## src/rtl/ifetch_queue_pkg.sv

```systemverilog
// Shared constants and types for the instruction fetch queue and its entry buffer.
package ifetch_queue_pkg;

   localparam int unsigned IFQ_XLEN  = 32;
   localparam int unsigned IFQ_ILEN  = 32;
   localparam int unsigned IFQ_DEPTH = 4;

   typedef struct packed {
      logic [IFQ_ILEN-1:0] instr;
      logic [IFQ_XLEN-1:0] pc;
   } ifq_entry_t;

   typedef enum logic {
      IFQ_BOOT,
      IFQ_RUN
   } ifq_state_t;

endpackage

```

## src/rtl/ifetch_queue_if.sv

```systemverilog
// Fetch-stage bus: boot PC, icache request/response channel and the dec handshake.
interface ifetch_queue_if
   import ifetch_queue_pkg::*;
#(
   parameter int unsigned XLEN = IFQ_XLEN,
   parameter int unsigned ILEN = IFQ_ILEN
);

   logic [XLEN-1:0] reset_adr_i;
   logic            icache_req_v_o;
   logic [XLEN-1:0] icache_adr_o;
   logic            icache_gnt_i;
   logic            icache_rsp_v_i;
   logic [ILEN-1:0] icache_instr_i;
   logic            branch_v_q_i;
   logic [XLEN-1:0] pc_data_q_i;
   logic            instr_v_o;
   logic [ILEN-1:0] instr_o;
   logic [XLEN-1:0] pc_o;
   logic            dec_ready_i;

   // Fetch-queue side
   modport master (
      input  reset_adr_i,
      output icache_req_v_o,
      output icache_adr_o,
      input  icache_gnt_i,
      input  icache_rsp_v_i,
      input  icache_instr_i,
      input  branch_v_q_i,
      input  pc_data_q_i,
      output instr_v_o,
      output instr_o,
      output pc_o,
      input  dec_ready_i
   );

   // Environment side (icache, exe, dec)
   modport slave (
      output reset_adr_i,
      input  icache_req_v_o,
      input  icache_adr_o,
      output icache_gnt_i,
      output icache_rsp_v_i,
      output icache_instr_i,
      output branch_v_q_i,
      output pc_data_q_i,
      input  instr_v_o,
      input  instr_o,
      input  pc_o,
      output dec_ready_i
   );

endinterface

```

## src/rtl/ifetch_queue_fifo.sv

```systemverilog
// ifq_fifo: DEPTH-entry circular buffer of {instr, pc}; DEPTH must be a power of two.
module ifq_fifo
   import ifetch_queue_pkg::*;
#(
   parameter int unsigned DEPTH = IFQ_DEPTH,
   localparam int unsigned CW   = $clog2(DEPTH + 1),
   localparam int unsigned PW   = $clog2(DEPTH)
) (
   input  logic          clk,
   input  logic          reset,
   input  logic          clear,
   input  logic          push,
   input  ifq_entry_t    push_data,
   input  logic          pop,
   output ifq_entry_t    head,
   output logic [CW-1:0] count
);

   ifq_entry_t    mem [DEPTH];
   logic [PW-1:0] wr_ptr;
   logic [PW-1:0] rd_ptr;
   logic          pop_ok;

   assign pop_ok = pop && (count != '0);
   assign head   = mem[rd_ptr];

   // Pointers wrap for free because DEPTH is a power of two.
   always_ff @(posedge clk or posedge reset) begin
      if (reset) begin
         wr_ptr <= '0;
         rd_ptr <= '0;
         count  <= '0;
         for (int unsigned i = 0; i < DEPTH; i++) begin
            mem[i] <= '0;
         end
      end else if (clear) begin
         wr_ptr <= '0;
         rd_ptr <= '0;
         count  <= '0;
      end else begin
         if (push) begin
            mem[wr_ptr] <= push_data;
            wr_ptr      <= wr_ptr + PW'(1);
         end
         if (pop_ok) begin
            rd_ptr <= rd_ptr + PW'(1);
         end
         case ({push, pop_ok})
            2'b10:   count <= count + CW'(1);
            2'b01:   count <= count - CW'(1);
            default: count <= count;
         endcase
      end
   end

endmodule

```

## src/rtl/ifetch_queue.sv

```systemverilog
// Fetch stage: credit-limited icache requests feeding an in-order queue towards dec.
// Define IFQ_BYPASS_EN to forward a response straight to dec when the queue is empty.
module ifetch_queue
   import ifetch_queue_pkg::*;
#(
   parameter int unsigned XLEN            = IFQ_XLEN,
   parameter int unsigned ILEN            = IFQ_ILEN,
   parameter int unsigned DEPTH           = IFQ_DEPTH,
   parameter int unsigned MAX_OUTSTANDING = DEPTH
) (
   input  logic           clk,
   input  logic           reset,
   ifetch_queue_if.master bus
);

   localparam int unsigned CW = $clog2(DEPTH + 1);

   ifq_state_t      state;
   logic [XLEN-1:0] fetch_pc;
   logic [XLEN-1:0] rsp_pc;
   logic [XLEN-1:0] target;
   logic [CW-1:0]   outstanding;
   logic [CW-1:0]   drop_cnt;
   logic [CW-1:0]   count;
   ifq_entry_t      head;
   ifq_entry_t      push_data;
   logic            flush;
   logic            req_v;
   logic            fire;
   logic            keep;
   logic            bypass;
   logic            push;
   logic            pop;

   assign flush  = bus.branch_v_q_i;
   assign target = {bus.pc_data_q_i[XLEN-1:2], 2'b00};

   // Credits count both queued entries and requests still in flight.
   assign req_v = (state == IFQ_RUN) && !flush
                  && ((32'(count) + 32'(outstanding)) < DEPTH)
                  && (32'(outstanding) < MAX_OUTSTANDING);
   assign fire  = req_v && bus.icache_gnt_i;
   assign keep  = bus.icache_rsp_v_i && (drop_cnt == '0);

`ifdef IFQ_BYPASS_EN
   assign bypass = keep && !flush && (count == '0) && bus.dec_ready_i;
`else
   assign bypass = 1'b0;
`endif

   assign push      = keep && !flush && !bypass;
   assign pop       = (count != '0) && !flush && bus.dec_ready_i;
   assign push_data = '{instr: bus.icache_instr_i, pc: rsp_pc};

   assign bus.icache_req_v_o = req_v;
   assign bus.icache_adr_o   = fetch_pc;
   assign bus.instr_v_o      = !flush && ((count != '0) || bypass);
   assign bus.instr_o        = bypass ? bus.icache_instr_i : head.instr;
   assign bus.pc_o           = bypass ? rsp_pc : head.pc;

   always_ff @(posedge clk or posedge reset) begin
      if (reset) begin
         state       <= IFQ_BOOT;
         fetch_pc    <= '0;
         rsp_pc      <= '0;
         outstanding <= '0;
         drop_cnt    <= '0;
      end else if (state == IFQ_BOOT) begin
         fetch_pc <= bus.reset_adr_i;
         rsp_pc   <= bus.reset_adr_i;
         state    <= IFQ_RUN;
      end else begin
         outstanding <= outstanding + CW'(fire) - CW'(bus.icache_rsp_v_i);
         if (flush) begin
            // Everything requested so far is stale, including a response arriving now.
            fetch_pc <= target;
            rsp_pc   <= target;
            drop_cnt <= outstanding - CW'(bus.icache_rsp_v_i);
         end else begin
            if (fire) begin
               fetch_pc <= fetch_pc + XLEN'(4);
            end
            if (bus.icache_rsp_v_i) begin
               if (drop_cnt != '0) begin
                  drop_cnt <= drop_cnt - CW'(1);
               end else begin
                  rsp_pc <= rsp_pc + XLEN'(4);
               end
            end
         end
      end
   end

   ifq_fifo #(
      .DEPTH(DEPTH)
   ) u_fifo (
      .clk      (clk),
      .reset    (reset),
      .clear    (flush),
      .push     (push),
      .push_data(push_data),
      .pop      (pop),
      .head     (head),
      .count    (count)
   );

   a_rsp_has_credit: assert property (@(posedge clk) disable iff (reset)
      bus.icache_rsp_v_i |-> (outstanding != '0));

   a_drop_bounded: assert property (@(posedge clk) disable iff (reset)
      drop_cnt <= outstanding);

endmodule

```

## src/flat_wrapper.sv

```systemverilog
// flat-port wrapper written by rule: the top's interface ports become plain ports
module ifetch_queue_flat import ifetch_queue_pkg::*;
#(
   parameter int unsigned XLEN            = IFQ_XLEN,
   parameter int unsigned ILEN            = IFQ_ILEN,
   parameter int unsigned DEPTH           = IFQ_DEPTH,
   parameter int unsigned MAX_OUTSTANDING = DEPTH
)
  (clk, reset, bus_reset_adr_i, bus_icache_req_v_o, bus_icache_adr_o, bus_icache_gnt_i, bus_icache_rsp_v_i, bus_icache_instr_i, bus_branch_v_q_i, bus_pc_data_q_i, bus_instr_v_o, bus_instr_o, bus_pc_o, bus_dec_ready_i);
  ifetch_queue_if #(.XLEN(XLEN), .ILEN(ILEN)) bus_i ();
  input  logic clk;
  input  logic reset;
  input wire logic [$bits(bus_i.reset_adr_i)-1:0] bus_reset_adr_i;
  output wire logic [$bits(bus_i.icache_req_v_o)-1:0] bus_icache_req_v_o;
  output wire logic [$bits(bus_i.icache_adr_o)-1:0] bus_icache_adr_o;
  input wire logic [$bits(bus_i.icache_gnt_i)-1:0] bus_icache_gnt_i;
  input wire logic [$bits(bus_i.icache_rsp_v_i)-1:0] bus_icache_rsp_v_i;
  input wire logic [$bits(bus_i.icache_instr_i)-1:0] bus_icache_instr_i;
  input wire logic [$bits(bus_i.branch_v_q_i)-1:0] bus_branch_v_q_i;
  input wire logic [$bits(bus_i.pc_data_q_i)-1:0] bus_pc_data_q_i;
  output wire logic [$bits(bus_i.instr_v_o)-1:0] bus_instr_v_o;
  output wire logic [$bits(bus_i.instr_o)-1:0] bus_instr_o;
  output wire logic [$bits(bus_i.pc_o)-1:0] bus_pc_o;
  input wire logic [$bits(bus_i.dec_ready_i)-1:0] bus_dec_ready_i;
  assign bus_i.reset_adr_i = bus_reset_adr_i;
  assign bus_icache_req_v_o = bus_i.icache_req_v_o;
  assign bus_icache_adr_o = bus_i.icache_adr_o;
  assign bus_i.icache_gnt_i = bus_icache_gnt_i;
  assign bus_i.icache_rsp_v_i = bus_icache_rsp_v_i;
  assign bus_i.icache_instr_i = bus_icache_instr_i;
  assign bus_i.branch_v_q_i = bus_branch_v_q_i;
  assign bus_i.pc_data_q_i = bus_pc_data_q_i;
  assign bus_instr_v_o = bus_i.instr_v_o;
  assign bus_instr_o = bus_i.instr_o;
  assign bus_pc_o = bus_i.pc_o;
  assign bus_i.dec_ready_i = bus_dec_ready_i;
  ifetch_queue #(.XLEN(XLEN), .ILEN(ILEN), .DEPTH(DEPTH), .MAX_OUTSTANDING(MAX_OUTSTANDING)) u_core (.clk(clk), .reset(reset), .bus(bus_i));
endmodule
```

## config.mk

```make
export PLATFORM = sky130hd
export DESIGN_NAME = ifetch_queue_flat
export DESIGN_NICKNAME = d
export VERILOG_FILES = /design/src/rtl/ifetch_queue_pkg.sv /design/src/rtl/ifetch_queue_if.sv /design/src/rtl/ifetch_queue_fifo.sv /design/src/rtl/ifetch_queue.sv /design/src/flat_wrapper.sv
export SDC_FILE = /design/constraint.sdc
export NUM_CORES = 1
export LEC_CHECK = 0
export ABC_AREA = 1
export CORE_MARGIN = 2
export CORE_UTILIZATION = 38
export DETAILED_ROUTE_END_ITERATION = 12
export PLACE_DENSITY_LB_ADDON = 0.2
export SLEW_MARGIN = 20
export SYNTH_ARGS = -nofsm -noshare
export SYNTH_HDL_FRONTEND = slang
export SYNTH_HIERARCHICAL = 1
export SYNTH_SLANG_ARGS = --single-unit
```

## constraint.sdc

```tcl
create_clock -name clk -period 8.33 [get_ports clk]
set_clock_uncertainty 0.05 [all_clocks]
set_input_delay 1.666 -clock clk [delete_from_list [all_inputs] [get_ports clk]]
set_output_delay 1.666 -clock clk [all_outputs]
set_load 0.03 [all_outputs]
```

==> results of run 1 <==
## layout make-up
type	count	area, µm²
Inverter	160	605.6
Multi-Input combinational cell	1489	6964
Tap cell	585	732.0
Clock buffer	59	1194
Sequential cell	334	8363
Clock inverter	12	127.6
Fill cell	4256	22810
Timing Repair Buffer	210	2086
## synthesized netlist by cell type (4+ instances only)
| cell | n |
|---|---|
| o21ai_0 | 417 |
| nor2_1 | 293 |
| ha_1 | 14 |
| o22ai_1 | 70 |
| clkbuf_2 | 24 |
| xnor2_1 | 6 |
| inv_1 | 157 |
| xor2_1 | 9 |
| o21ai_1 | 7 |
| a22o_1 | 23 |
| nand2_1 | 496 |
| buf_2 | 53 |
| dfrtp_1 | 334 |
| nand3b_1 | 10 |
| a21oi_1 | 51 |
| o211ai_1 | 8 |
| buf_1 | 4 |
| clkbuf_1 | 36 |
| nor3_1 | 8 |
| nand3_1 | 54 |
## cell families (layout without fill, tap and decap cells)
| logic type | Yosys count | after routing | share of synthesized area [%] |
|---|---|---|---|
| AO/OA/AOI/OAI | 584 | 584 | 19.05 |
| other | 1 | 1 | 0.02277 |
| flip-flops | 334 | 334 | 50.75 |
| AND/OR/NAND/NOR | 873 | 873 | 20.93 |
| adder cells (fa/ha/maj) | 16 | 16 | 1.307 |
| XOR/XNOR | 15 | 15 | 0.7977 |
| buffers and inverters | 281 | 441 | 7.149 |
## cells in the final DEF, fill, tap and decap left out, types with 7 or more instances in the layout
master,netlist,routed
clkbuf_1,36,8
xor2_1,9,9
nand3_1,54,54
nand3b_1,10,10
nor3_1,8,8
o211ai_1,8,8
a21oi_1,51,51
a22o_1,23,23
clkbuf_16,0,41
clkdlybuf4s50_1,0,197
inv_1,157,153
nor2_1,293,293
dfrtp_1,334,332
buf_4,1,11
o21ai_0,417,417
nand2_1,496,492
clkbuf_8,0,10
ha_1,14,14
o22ai_1,70,70
o21ai_1,7,7
## worst max-delay path by stage
stage | endpoint | depth (start not counted) | slack, ns
after floorplan | u_core/u_fifo/count[0] | 1 | 3.14
after global placement | u_core/rsp_pc[9] | 9 | 3.11
after detailed placement | bus_icache_req_v_o | 6 | 3.14
after CTS | bus_pc_o[14] | 5 | 2.66
after global routing | bus_pc_o[15] | 5 | 2.44
final | bus_pc_o[15] | 5 | 2.67
## power groups by stage
stage / Combinational (mW) / Clock, mW / Sequential [mW]
5_1_grt: 1.59 / 1.86 / 2.13
6_report: 1.45 / 1.74 / 2.09
3_3_place_gp: 1.44 / 0 / 2.11
4_1_cts: 1.47 / 1.79 / 2.08
2_1_floorplan: 0.871 / 0 / 2.10
3_5_place_dp: 1.46 / 0 / 2.11
## sequential cells by signal, summed over array words and instances, names as in the netlist
register and cells:
u_core/u_fifo/count 3, u_core/outstanding 3, u_core/drop_cnt 3, u_core/u_fifo/wr_ptr 2, u_core/u_fifo/rd_ptr 2, u_core/state 1
u_core/rsp_pc 32, u_core/bus.icache_adr_o 32, u_core/u_fifo/mem 256
## worst reg2reg max path: cells and delay by family (launching register included)
kind	cells	cell delay, ns
AO/OA/AOI/OAI	2	0.25
buffers and inverters	4	1.90
flip-flops	1	0.65
AND/OR/NAND/NOR	2	0.95
## metal layers
layer | global-route usage, % | wire length, µm | up-vias
met5 | 0 | 0 | -
met4 | 6.848 | 1316 | 0
met2 | 32.79 | 20700 | 444
met1 | 28.43 | 21150 | 6885
met3 | 3.397 | 2769 | 82
li1 | - | - | 7158
## per-stage QoR
stage               hold slack (ns)  power (mW)  instance area [µm²]
finish                       0.4283       5.279                20070
global route                 0.4508       5.583                20070
CTS                          0.4318       5.344                20070
detailed placement           0.4176       3.573                18750
global placement             0.4105       3.547                18750
floorplan                    0.3978       2.969                16470
==> summary.txt, run 1 <==
Run status
  • Status: finished, final reports clean

Setup path
  • CP Data Required Time: 6.61 ns
  • CP peak stage delay: 0.87 ns
  • Crit path max-delay family: buffers and inverters
  • Slowest CP cell: buf_4
  • Element type at the critical path end: output port
  • R2r setup slk: approximately 4.4 ns
  • Critical R2R Launch: u_core/state
  • Worst path arrival time: 3.94 ns
  • CP Max Fanout: 92
  • CP Class: reg -> out
  • Crit. Startpoint: u_core/u_fifo/rd_ptr[0]
  • Type of origin of the critical path: register
  • FF-to-FF path depth: 8
  • Critical-path cell list: clkinv_2, buf_4, o21ai_0, o22ai_1, clkdlybuf4s50_1
  • Crit path buffers/inverters: 3
  • Reg-to-reg critical path endpoint: u_core/rsp_pc[9]

Routing
  • Initial DRC Count: 1067
  • WL/cell: 16.12 µm
  • Final ANT Viol Nets: 0
  • DR vias/cell: 5.114
  • Total Wirelength: approximately 46000 µm
  • Via count: 14570
  • Drt pass-1 iters: 5
  • # DRC: 0

Yosys
  • Cell Area, Synth: 16470 µm²
  • Ranking of synthesized cells by area: dfrtp_1, o21ai_0, nand2_1, nor2_1, inv_1
  • Main synth FF type: dfrtp_1
  • Cells after Synth: 2104
  • Post-Syn Nets: approximately 2200
  • Post-synth top area cell: dfrtp_1
  • FFs w/ async S/R, synth: 100.0%
  • Post-synth EDFFs: 0
  • Top-area cell type share of the netlist area: 50.75%
  • Synth warnings: 6
  • Avg Cell Area, Syn: 7.828 µm²
  • Sequential element share of the synthesized area: 50.75%
  • Netlist cell types: 38
  • Register bit total from synthesis: 334

Clock network
  • Maximum clock path buffer count: 3
  • Post-CTS Resized: 0
  • Worst-Skew Late Latency: 0.54 ns
  • CTS Hold Bufs: 0
  • Total setup buffers inserted after CTS: 0
  • Reg clk slew, reported paths: 0.06 ns
  • CTS sink cnt: 334
  • CTS tree: built
  • Cts bufs inserted: 40
  • CTS root buffer: clkbuf_16
  • Htree depth: 2

Global routing
  • All-layer global routing usage: 20.54%
  • Initial antenna violation count: 0
  • Congestion Overflow GR: 0
  • Largest net degree at the start of global routing: 169
  • Vias in the first global route: between 10000 and 15000
  • First-pass GRT wire length: 74060 µm

Worst hold path
  • Hold worst-path end: u_core/u_fifo/mem[153]
  • Hold path startpoint: u_core/u_fifo/mem[153]
  • Worst min path class: reg -> reg
  • Hold-critical path depth: 2

Placement
  • Detailed placement HPWL: 28240 µm
  • RePlAce Congestion: approximately 0.84
  • Dpl ws: around 3.1 ns
  • Placed Cells: 2778
  • Port buffer count: between 150 and 200

Final layout
  • Layout cells sized above 1: around 4.2%
  • Layout Utilization: a little under half
  • Post-Layout Cell Count: 2849
  • Area growth syn-to-layout: 21.87%
  • Number of diodes: 0
  • Final nets: 2353

Timing
  • Total count of hold-check failures in the final report: 0
  • Endpoints failing setup: 0
  • Fin Setup TNS: 0 ns
  • Final WS setup: ~2.7 ns
  • Final min period: about 5.7 ns
  • RSZ-0062 raised after global routing: false
  • Fmax: 176.8 MHz
  • Rel. slew slack: 33.15%
  • Crit share post-route: about 68%
  • Max Transition Viols Final: 0
  • Slew @ Worst Pin: around 1.0 ns

Floorplan
  • Die X: 212.2 µm
  • Starting Density: between 30% and 40%
  • Row count: 76
  • I/O pins: 200
  • Core area: 42890 µm²
  • Die height: 212.2 µm
  • Die area: between 40000 and 50000 µm²

Pwr
  • Int Pwr: 3.524 mW
  • Clock share of power: 33.0%
  • Worst IR drop on VDD: 0.0001166 V
  • Sw power: 1.755 mW
  • Combinational fraction of design power: ~28%
  • Sw frac: 33.25%
  • Pwr Density: around 260 nW/µm²
  • Sequential power share: between 30% and 40%
  • Leak: 9.305 nW

Run
  • Max_cap viols: 0
Note: power is estimated with default switching activity, not from simulation.
==> run 2, diff against run 1 <==
clock period = 5.3 ns   (was 8.33 ns; I/O delays follow)
==> run 2 against run 1 <==
Against the previous run: worst hold slack lost 0.0011 ns; sequential cell count is the same; final area grew 0.34%; worst setup slack lost 1.6 ns; clock power grew 58%; critical path type unchanged; critical endpoint is now bus_pc_o[14]; largest power group unchanged; highest routed layer unchanged.
==> summary.txt, run 2 (synthesis gave the netlist of run 1 again) <==
Routing
  • WL/cell: 16.33 µm (+1.3%)
  • Total Wirelength: 46650 µm (+1.6%)
  • # DRC: 0 (unchanged)
  • DR vias/cell: 5.131 (+0.34%)
  • Drt pass-1 iters: 6 (+1)
  • Initial DRC Count: 1145 (+7.3%)
  • Final ANT Viol Nets: 0 (unchanged)
  • Via count: 14650 (+0.58%)

Setup path
  • CP peak stage delay: 0.74 ns (-0.13 ns)
  • R2r setup slk: 1.94 ns (-2.48 ns)
  • FF-to-FF path depth: 7 (-1)
  • Reg-to-reg critical path endpoint: u_core/bus.icache_adr_o[27]
  • Slowest CP cell: clkdlybuf4s50_1
  • CP Max Fanout: 110 (+20%)
  • Critical-path cell list: clkinv_2, buf_12, o21ai_0, o22ai_1, clkdlybuf4s50_1
  • Crit path max-delay family: buffers and inverters
  • Type of origin of the critical path: register
  • CP Class: reg -> out
  • Element type at the critical path end: output port
  • CP Data Required Time: 4.19 ns (-2.42 ns)
  • Crit path buffers/inverters: 3 (unchanged)
  • Worst path arrival time: 3.14 ns (-0.80 ns)
  • Critical R2R Launch: u_core/state

Pwr
  • Int Pwr: 5.554 mW (+58%)
  • Pwr Density: 412.9 nW/µm² (+57%)
  • Total power: 8.315 mW (+57%)
  • Combinational fraction of design power: 27.4% (about the same)
  • Sw power: 2.761 mW (+57%)
  • Worst IR drop on VDD: 0.0002035 V (+74%)
  • Clock share of power: 33.1% (about the same)
  • Sequential power share: 39.5% (about the same)
  • Sw frac: 33.20% (-0.047 points)
  • Leak: 9.341 nW (+0.39%)

Run
  • Max_cap viols: 0 (unchanged)

Worst hold path
  • Hold worst-path end: u_core/u_fifo/mem[93]
  • Hold path startpoint: u_core/u_fifo/mem[93]
  • Worst min path class: reg -> reg
  • Hold-critical path depth: 2 (unchanged)

Clock network
  • CTS root buffer: clkbuf_16
  • CTS sink cnt: 334 (unchanged)
  • Maximum clock path buffer count: 3 (unchanged)
  • Htree depth: 2 (unchanged)
  • Worst-Skew Late Latency: 0.56 ns (+0.02 ns)
  • CTS tree: built
  • Reg clk slew, reported paths: 0.06 ns (about the same)
  • CTS Hold Bufs: 0 (unchanged)
  • Post-CTS Resized: 0 (unchanged)
  • Cts bufs inserted: 40 (unchanged)
  • Total setup buffers inserted after CTS: 0 (unchanged)

Final layout
  • Most flop-heavy register: u_core/u_fifo/mem
  • Most frequent cells in the layout: nand2_1, o21ai_0, dfrtp_1
  • Commonest non-fill, non-tap cell in the layout: nand2_1
  • Largest register FFs: 256 (unchanged)
  • Final instance area: 20140 µm² (+0.34%)
  • Area growth syn-to-layout: 22.29%
  • Layout cells sized above 1: 4.405% (+0.21 points)
  • Final nets: 2359 (+0.25%)

Global routing
  • Vias in the first global route: 14040 (+0.93%)
  • Largest net degree at the start of global routing: 147 (-13%)
  • All-layer global routing usage: 20.99% (+0.45 points)
  • Congestion Overflow GR: 0 (unchanged)
  • Initial antenna violation count: 0 (unchanged)
  • First-pass GRT wire length: 75090 µm (+1.4%)

Floorplan
  • Row count: 76 (unchanged)
  • Die area: 45020 µm² (unchanged)
  • I/O pins: 200 (unchanged)
  • Die height: 212.2 µm (unchanged)
  • Core area: 42890 µm² (unchanged)
  • Die X: 212.2 µm (unchanged)
  • Starting Density: 38.40% (unchanged)

Timing
  • Fin Setup TNS: 0 ns (unchanged)
  • RSZ-0062 raised after global routing: false
  • Total count of hold-check failures in the final report: 0 (unchanged)
  • Fmax: 235.3 MHz
  • Max Transition Viols Final: 0 (unchanged)
  • Crit share post-route: 80.20%
  • Slew @ Worst Pin: 0.9304 ns (-0.07224 ns)
  • Endpoints failing setup: 0 (unchanged)
  • Final min period: 4.251 ns
  • Rel. slew slack: 37.97% (+4.8 points)

Placement
  • RePlAce Congestion: 0.8727 (+4.0%)
  • Area post-placement: 18820 µm² (+0.37%)
  • Port buffer count: 197 (unchanged)
  • Detailed placement HPWL: 29320 µm (+3.8%)

Run status
  • Status: finished, final reports clean
[run 2: cell count changes in the layout (fill, tap and decap cells not counted)]
| cell | delta |
|---|---|
| buf_12 | +2 |
| inv_6 | -1 |
| diode_2 | +1 |
| clkbuf_8 | +1 |
| buf_6 | -1 |
| clkinv_4 | -1 |
| clkbuf_1 | +1 |
| buf_4 | +5 |
[run 2: worst register-to-register path, cell delays in order (launching register included)]
cell and delay (ns):
dfrtp_1 0.64, inv_2 0.39, nor2_8 0.18, buf_4 0.60
nand2_2 0.57, inv_2 0.58, nor2_1 0.11, a21oi_1 0.17
[run 2: area by class of cell]
| type | instances | area [µm²] |
|---|---|---|
| sequential | 334 | 8363 |
| multi-input combinational | 1489 | 6964 |
| antenna | 1 | 2.502 |
| inverter | 160 | 605.6 |
| clock buffer | 61 | 1211 |
| fill | 4242 | 22750 |
| tap | 585 | 732.0 |
| clock inverter | 10 | 110.1 |
| timing repair buffer | 216 | 2152 |
[run 2: through the flow]
| step | std cells | hold slack [ns] | utilization [%] | setup slack, ns |
|---|---|---|---|---|
| 6_report | 2856 | 0.4273 | 46.96 | 1.049 |
| 5_1_grt | 2855 | 0.4441 | 46.96 | 0.9327 |
| 4_1_cts | 2855 | 0.4316 | 46.96 | 0.9890 |
| 3_5_place_dp | 2784 | 0.4177 | 43.88 | 1.331 |
| 3_3_place_gp | 2784 | 0.4101 | 43.88 | 1.341 |
| 2_1_floorplan | 2104 | 0.3978 | - | 0.7205 |
[run 2: worst max-delay path by stage]
stage,start,end,slack [ns],cells after the start
floorplan,reset,u_core/u_fifo/count[0],0.72,1
global placement,bus_branch_v_q_i,bus_icache_req_v_o,1.34,6
detailed placement,bus_branch_v_q_i,bus_icache_req_v_o,1.33,6
CTS,u_core/u_fifo/rd_ptr[0],bus_pc_o[14],0.99,5
global route,u_core/u_fifo/rd_ptr[0],bus_pc_o[14],0.93,5
finish,u_core/u_fifo/rd_ptr[0],bus_pc_o[14],1.05,5
[run 2: power by group through the flow]
stage | clock (mW) | combinational, mW | sequential, mW
after floorplan | 0 | 1.37 | 3.30
after global placement | 0 | 2.27 | 3.31
after detailed placement | 0 | 2.30 | 3.32
final | 2.75 | 2.28 | 3.28
after CTS | 2.84 | 2.31 | 3.28
after global routing | 2.95 | 2.51 | 3.34
[run 2: metal layers]
metal	routed length (µm)	GRT usage, %	part of all wire [%]	vias to the layer above
met1	21720	29.14	47	6936
met3	2625	3.235	5.6	79
met2	20980	33.31	45	460
met4	1320	7.552	2.8	0
li1	-	-	-	7179
met5	0	0	0	-
